===== src/rtl/cnu_beta_gen.sv =====
// Check-node output stage: expands one compressed min-sum result (min1/min2/idx/signs)
// into DMAX offset-corrected beta messages, streamed one edge per beat.
module cnu_beta_gen #(
  parameter  int unsigned BITS   = 8,
  parameter  int unsigned DMAX   = 7,
  parameter  int unsigned OFFSET = 1,
  localparam int unsigned IDXW   = $clog2(DMAX)
) (
  input  logic            clk,
  input  logic            rst,
  input  logic            in_valid,
  output logic            in_ready,
  input  logic [BITS-1:0] in_min1,
  input  logic [BITS-1:0] in_min2,
  input  logic [IDXW-1:0] in_idx,
  input  logic [DMAX-1:0] in_sign,
  output logic            out_valid,
  input  logic            out_ready,
  output logic [BITS-1:0] out_beta,
  output logic [IDXW-1:0] out_edge,
  output logic            out_last
);

  localparam int unsigned     MW     = BITS - 1;
  localparam logic [MW-1:0]   OFF    = MW'(OFFSET);
  localparam logic [IDXW-1:0] LAST_E = IDXW'(DMAX - 1);

  typedef enum logic {IDLE, EMIT} state_t;

  state_t          state_q, state_d;
  logic [MW-1:0]   min1_q, min2_q;
  logic [IDXW-1:0] idx_q;
  logic [DMAX-1:0] sign_q;
  logic            par_q;

  logic            load, adv;
  logic [MW-1:0]   min1_src, min2_src;
  logic [IDXW-1:0] idx_src;
  logic [DMAX-1:0] sign_src;
  logic            par_src;
  logic [IDXW-1:0] edge_d;
  logic [BITS-1:0] beta_d;

  // Magnitude MSBs are ignored by definition; keep them visibly consumed.
  logic unused_msb;
  assign unused_msb = in_min1[BITS-1] ^ in_min2[BITS-1];

  // Offset-min-sum beta for edge e of a row.
  function automatic logic [BITS-1:0] beta_calc(
    input logic [MW-1:0]   m1,
    input logic [MW-1:0]   m2,
    input logic [IDXW-1:0] ix,
    input logic [DMAX-1:0] sg,
    input logic            par,
    input logic [IDXW-1:0] e
  );
    logic [MW-1:0] m;
    logic [MW-1:0] mag;
    logic          s;
    m   = (e == ix) ? m2 : m1;
    mag = (m > OFF) ? m - OFF : '0;
    s   = par ^ sg[e];
    beta_calc = s ? -{1'b0, mag} : {1'b0, mag};
  endfunction

  // State register.
  always_ff @(posedge clk) begin
    if (rst) state_q <= IDLE;
    else     state_q <= state_d;
  end

  // Next-state logic.
  always_comb begin
    state_d = state_q;
    case (state_q)
      IDLE:    if (in_valid) state_d = EMIT;
      EMIT:    if (out_ready && out_last && !in_valid) state_d = IDLE;
      default: state_d = IDLE;
    endcase
  end

  // Handshake outputs decoded from state.
  always_comb begin
    out_valid = 1'b0;
    in_ready  = 1'b0;
    case (state_q)
      IDLE: in_ready = 1'b1;
      EMIT: begin
        out_valid = 1'b1;
        in_ready  = out_last & out_ready;
      end
      default: ;
    endcase
  end

  // Next beat: a freshly accepted row starts at edge 0 straight from the inputs.
  always_comb begin
    load     = in_valid & in_ready;
    adv      = out_valid & out_ready & ~out_last;
    min1_src = load ? in_min1[MW-1:0] : min1_q;
    min2_src = load ? in_min2[MW-1:0] : min2_q;
    idx_src  = load ? in_idx : idx_q;
    sign_src = load ? in_sign : sign_q;
    par_src  = load ? ^in_sign : par_q;
    if (load)     edge_d = '0;
    else if (adv) edge_d = out_edge + IDXW'(1);
    else          edge_d = out_edge;
    beta_d = beta_calc(min1_src, min2_src, idx_src, sign_src, par_src, edge_d);
  end

  // Row latch and registered beat outputs; everything holds on a stall.
  always_ff @(posedge clk) begin
    if (rst) begin
      min1_q   <= '0;
      min2_q   <= '0;
      idx_q    <= '0;
      sign_q   <= '0;
      par_q    <= 1'b0;
      out_beta <= '0;
      out_edge <= '0;
      out_last <= 1'b0;
    end else begin
      if (load) begin
        min1_q <= min1_src;
        min2_q <= min2_src;
        idx_q  <= idx_src;
        sign_q <= sign_src;
        par_q  <= par_src;
      end
      if (load || adv) begin
        out_beta <= beta_d;
        out_edge <= edge_d;
        out_last <= (edge_d == LAST_E);
      end
    end
  end

endmodule


===== config.mk =====
export PLATFORM = sky130hd
export DESIGN_NAME = cnu_beta_gen
export DESIGN_NICKNAME = d
export VERILOG_FILES = /design/src/rtl/cnu_beta_gen.sv
export SDC_FILE = /design/constraint.sdc
export NUM_CORES = 1
export LEC_CHECK = 0
export CAP_MARGIN = 20
export CORE_MARGIN = 5
export CORE_UTILIZATION = 53
export CTS_CLUSTER_DIAMETER = 80
export DETAILED_ROUTE_END_ITERATION = 8
export PLACE_DENSITY = 0.8
export SYNTH_ARGS = -nofsm -noshare
export SYNTH_HDL_FRONTEND = slang
export SYNTH_SLANG_ARGS = --single-unit

===== constraint.sdc =====
create_clock -name clk -period 5.2 [get_ports clk]
set_clock_uncertainty 0.1 [all_clocks]
set_input_delay 0.52 -clock clk [delete_from_list [all_inputs] [get_ports clk]]
set_output_delay 0.52 -clock clk [all_outputs]
set_load 0.05 [all_outputs]

==> results.cfg <==
[run_status]
outcome = finished, final reports clean

[place]
gp_congestion = 0.818
dpl.cell_count = 374
dp_hpwl_um = 4030
placed_cell_area_um2 = 2890
portBuffers = 41

[drt]
avgViaCountPerCell = 5.84
drt_iter0_markers = 143
dr_total_vias = 2231
antenna_left = 0
wl_um = 5450
dr.pass1.iters = 4
drc = 0
wl_per_cell_um = 14.3

[power]
p_per_area_nw_per_um2 = 325
ir_worst_vdd_v = 0.000180
comb_power_share = 0.397
p_leak_nw = 1.15
p_sw_frac = 0.358
switchingPower_mw = 0.349
share_seq_of_total_power = 0.340
p_int_mw = 0.626
pwr-share-clk = 0.263

[cts]
post_cts_buffers = 0
clk_pin_slew_worst_paths_ps = 80
cts_tree = done
cts_buffer_depth = 2
cts_made_buffers = 5
cts_root_buf = clkbuf_8
ctsResizeCount = 0
htreeDepth = 2
clk_latency_ps = 300
cts_hold_buf = 0
cts_sinks = 38

[setup_path]
worst_ep_required_time_ps = 5240
crit_slowest_cell = clkdlybuf4s50_1
r2r_slack_ps = 1000
cp.arrival_ps = 4350
cp-start-kind = input port
end_kind = flip-flop
path_max_fanout = 7
crit_type = in -> reg
crit_chain = clkdlybuf4s50_1 > inv_1 > a31o_2 > or3_1 > and4_1 > nand2_4 > mux4_2 > inv_1 > ha_1 > nand3_1 > a21oi_2 > nand2b_1 > ha_1 > nor2_1 > mux2i_1 > o311a_1 > a211oi_2
cpPeakStageDelay_ps = 590

[timing]
fmax_mhz = 232
slew_viol_final = 0
setup_viol = 0
finalHoldViolCount = 0
finalCritPeriodShare = 0.829
final.setup.tns_ps = 0
rsz0062_at_grt = no
min_period_ps = 4310
holdWs_ps = 357
worst_pin_slew_ps = 835
max_slew_margin = 0.443

[logic_synthesis]
synth_area_per_cell_um2 = 8.39
yosysWarningCount = 0
syn_area_um2 = 2450
syn_inst = 292
synth_ff_type = dfxtp_1
seq_area_frac_synth = 0.310
synth_cell_types = 61
synth.net_count = 326
async_flop_share = 0
synth_seq_cells = 38
synth_edf_count = 0

[cells_and_area]
layout.nets = 363
final_common_cell = clkdlybuf4s50_1
antenna_cells = 0
stdcell_area_um2 = 3000
final_cell_mix = 41 x clkdlybuf4s50_1, 38 x nand2_1, 38 x dfxtp_1, 29 x nor2_1, 26 x a21oi_1
drive_gt1_frac = 0.0848
area_growth_syn_to_layout_pct = 22.4
final_cells = 382

[grt]
grt_pass1_wl_um = 9330
grt.overflow.total = 0
grt_pass1_vias = 2035
grt_max_degree = 39
grtUsageTotal = 0.183
antenna_found_initial = 0

[floorplanning]
die_h_um = 78.0
start_util = 0.555
ios = 44
dieArea_um2 = 6080
die_w_um = 78.0
core_um2 = 4410
rows = 24

[worst_hold_path]
hold_class = reg -> reg

[flow_run]
drv_cap = 0
[sequential cells by signal, indices dropped and copies added, names as in the netlist]
signal and count:
idx_q 3, min1_q 7, min2_q 7, out_beta 8
out_edge 3, out_last 1, par_q 1, sign_q 7
state_q 1
[worst max-delay path: cells and delay by family]
kind	cells	cell delay [ps]
AND/OR/NAND/NOR	6	1190
buffers and inverters	3	850
AO/OA/AOI/OAI	4	760
multiplexers	2	640
adder cells (fa/ha/maj)	2	380
[power groups by stage]
stage	Sequential [mW]	Combinational [mW]	Clock [mW]
4_1_cts	0.332	0.389	0.260
2_1_floorplan	0.385	0.238	0
3_5_place_dp	0.339	0.386	0
6_report	0.332	0.388	0.256
5_1_grt	0.335	0.425	0.272
3_3_place_gp	0.337	0.379	0
[layer usage]
layer  track usage  up-vias  share of wire
met4        0.0541        0          0.010
met3        0.0370        6          0.061
met2         0.292       69           0.46
met1         0.249     1033           0.47
li1              -     1123              -
met5             0        -              0
[final timing paths]
check | startpoint | endpoint | cells past startpoint
worst max-delay path | out_ready | out_beta[4] | 17
worst min-delay path | out_beta[3] | out_beta[3] | 2
worst max register to register | state_q | out_beta[4] | 16
worst min register to register | out_beta[3] | out_beta[3] | 2
[logic make-up after synthesis]
| group | Yosys count | synth area share |
|---|---|---|
| simple gates | 118 | 0.236 |
| compound gates | 69 | 0.192 |
| flops | 38 | 0.310 |
| buf+inv | 27 | 0.0485 |
| mux | 21 | 0.128 |
| xor+xnor | 15 | 0.0643 |
| fa+ha+maj | 4 | 0.0204 |
[through the flow]
| stage | power (mW) | worst slack [ps] | utilization |
|---|---|---|---|
| 2_1_floorplan | 0.623 | 934 | - |
| 3_3_place_gp | 0.716 | 664 | 0.654 |
| 3_5_place_dp | 0.725 | 620 | 0.654 |
| 4_1_cts | 0.981 | 900 | 0.680 |
| 5_1_grt | 1.03 | 508 | 0.680 |
| 6_report | 0.976 | 888 | 0.680 |
[synth_stat cells (all sizes together), types with 2 or more instances]
library cell | instances | area, um2
nor3 | 8 | 40.0
a21o | 3 | 22.5
a21boi | 2 | 15.0
xnor2 | 10 | 95.1
nor2b | 5 | 31.3
xor2 | 5 | 62.6
nand3 | 7 | 35.0
nor4b | 3 | 26.3
a31oi | 3 | 18.8
nand4 | 4 | 25.0
or3 | 5 | 31.3
o211ai | 3 | 22.5
and2 | 5 | 33.8
mux4 | 7 | 161
o31ai | 3 | 22.5
ha | 4 | 50.1
nor3b | 2 | 15.0
a21oi | 27 | 139
buf | 6 | 40.0
nor2 | 29 | 109
o21ai | 6 | 30.0
dfxtp | 38 | 761
a211oi | 5 | 42.5
nand2b | 4 | 25.0
clkbuf | 10 | 37.5
mux2i | 14 | 153
inv | 11 | 41.3
a32oi | 3 | 26.3
nand2 | 39 | 154
[layout make-up]
type	instances	area, um2
Inverter	11	41.3
Clock inverter	3	45.0
Tap cell	52	65.1
Multi-Input combinational cell	227	1570
Timing Repair Buffer	46	448
Sequential cell	38	761
Fill cell	367	1410
Clock buffer	5	68.8
Power figures use the tool's default switching activity.
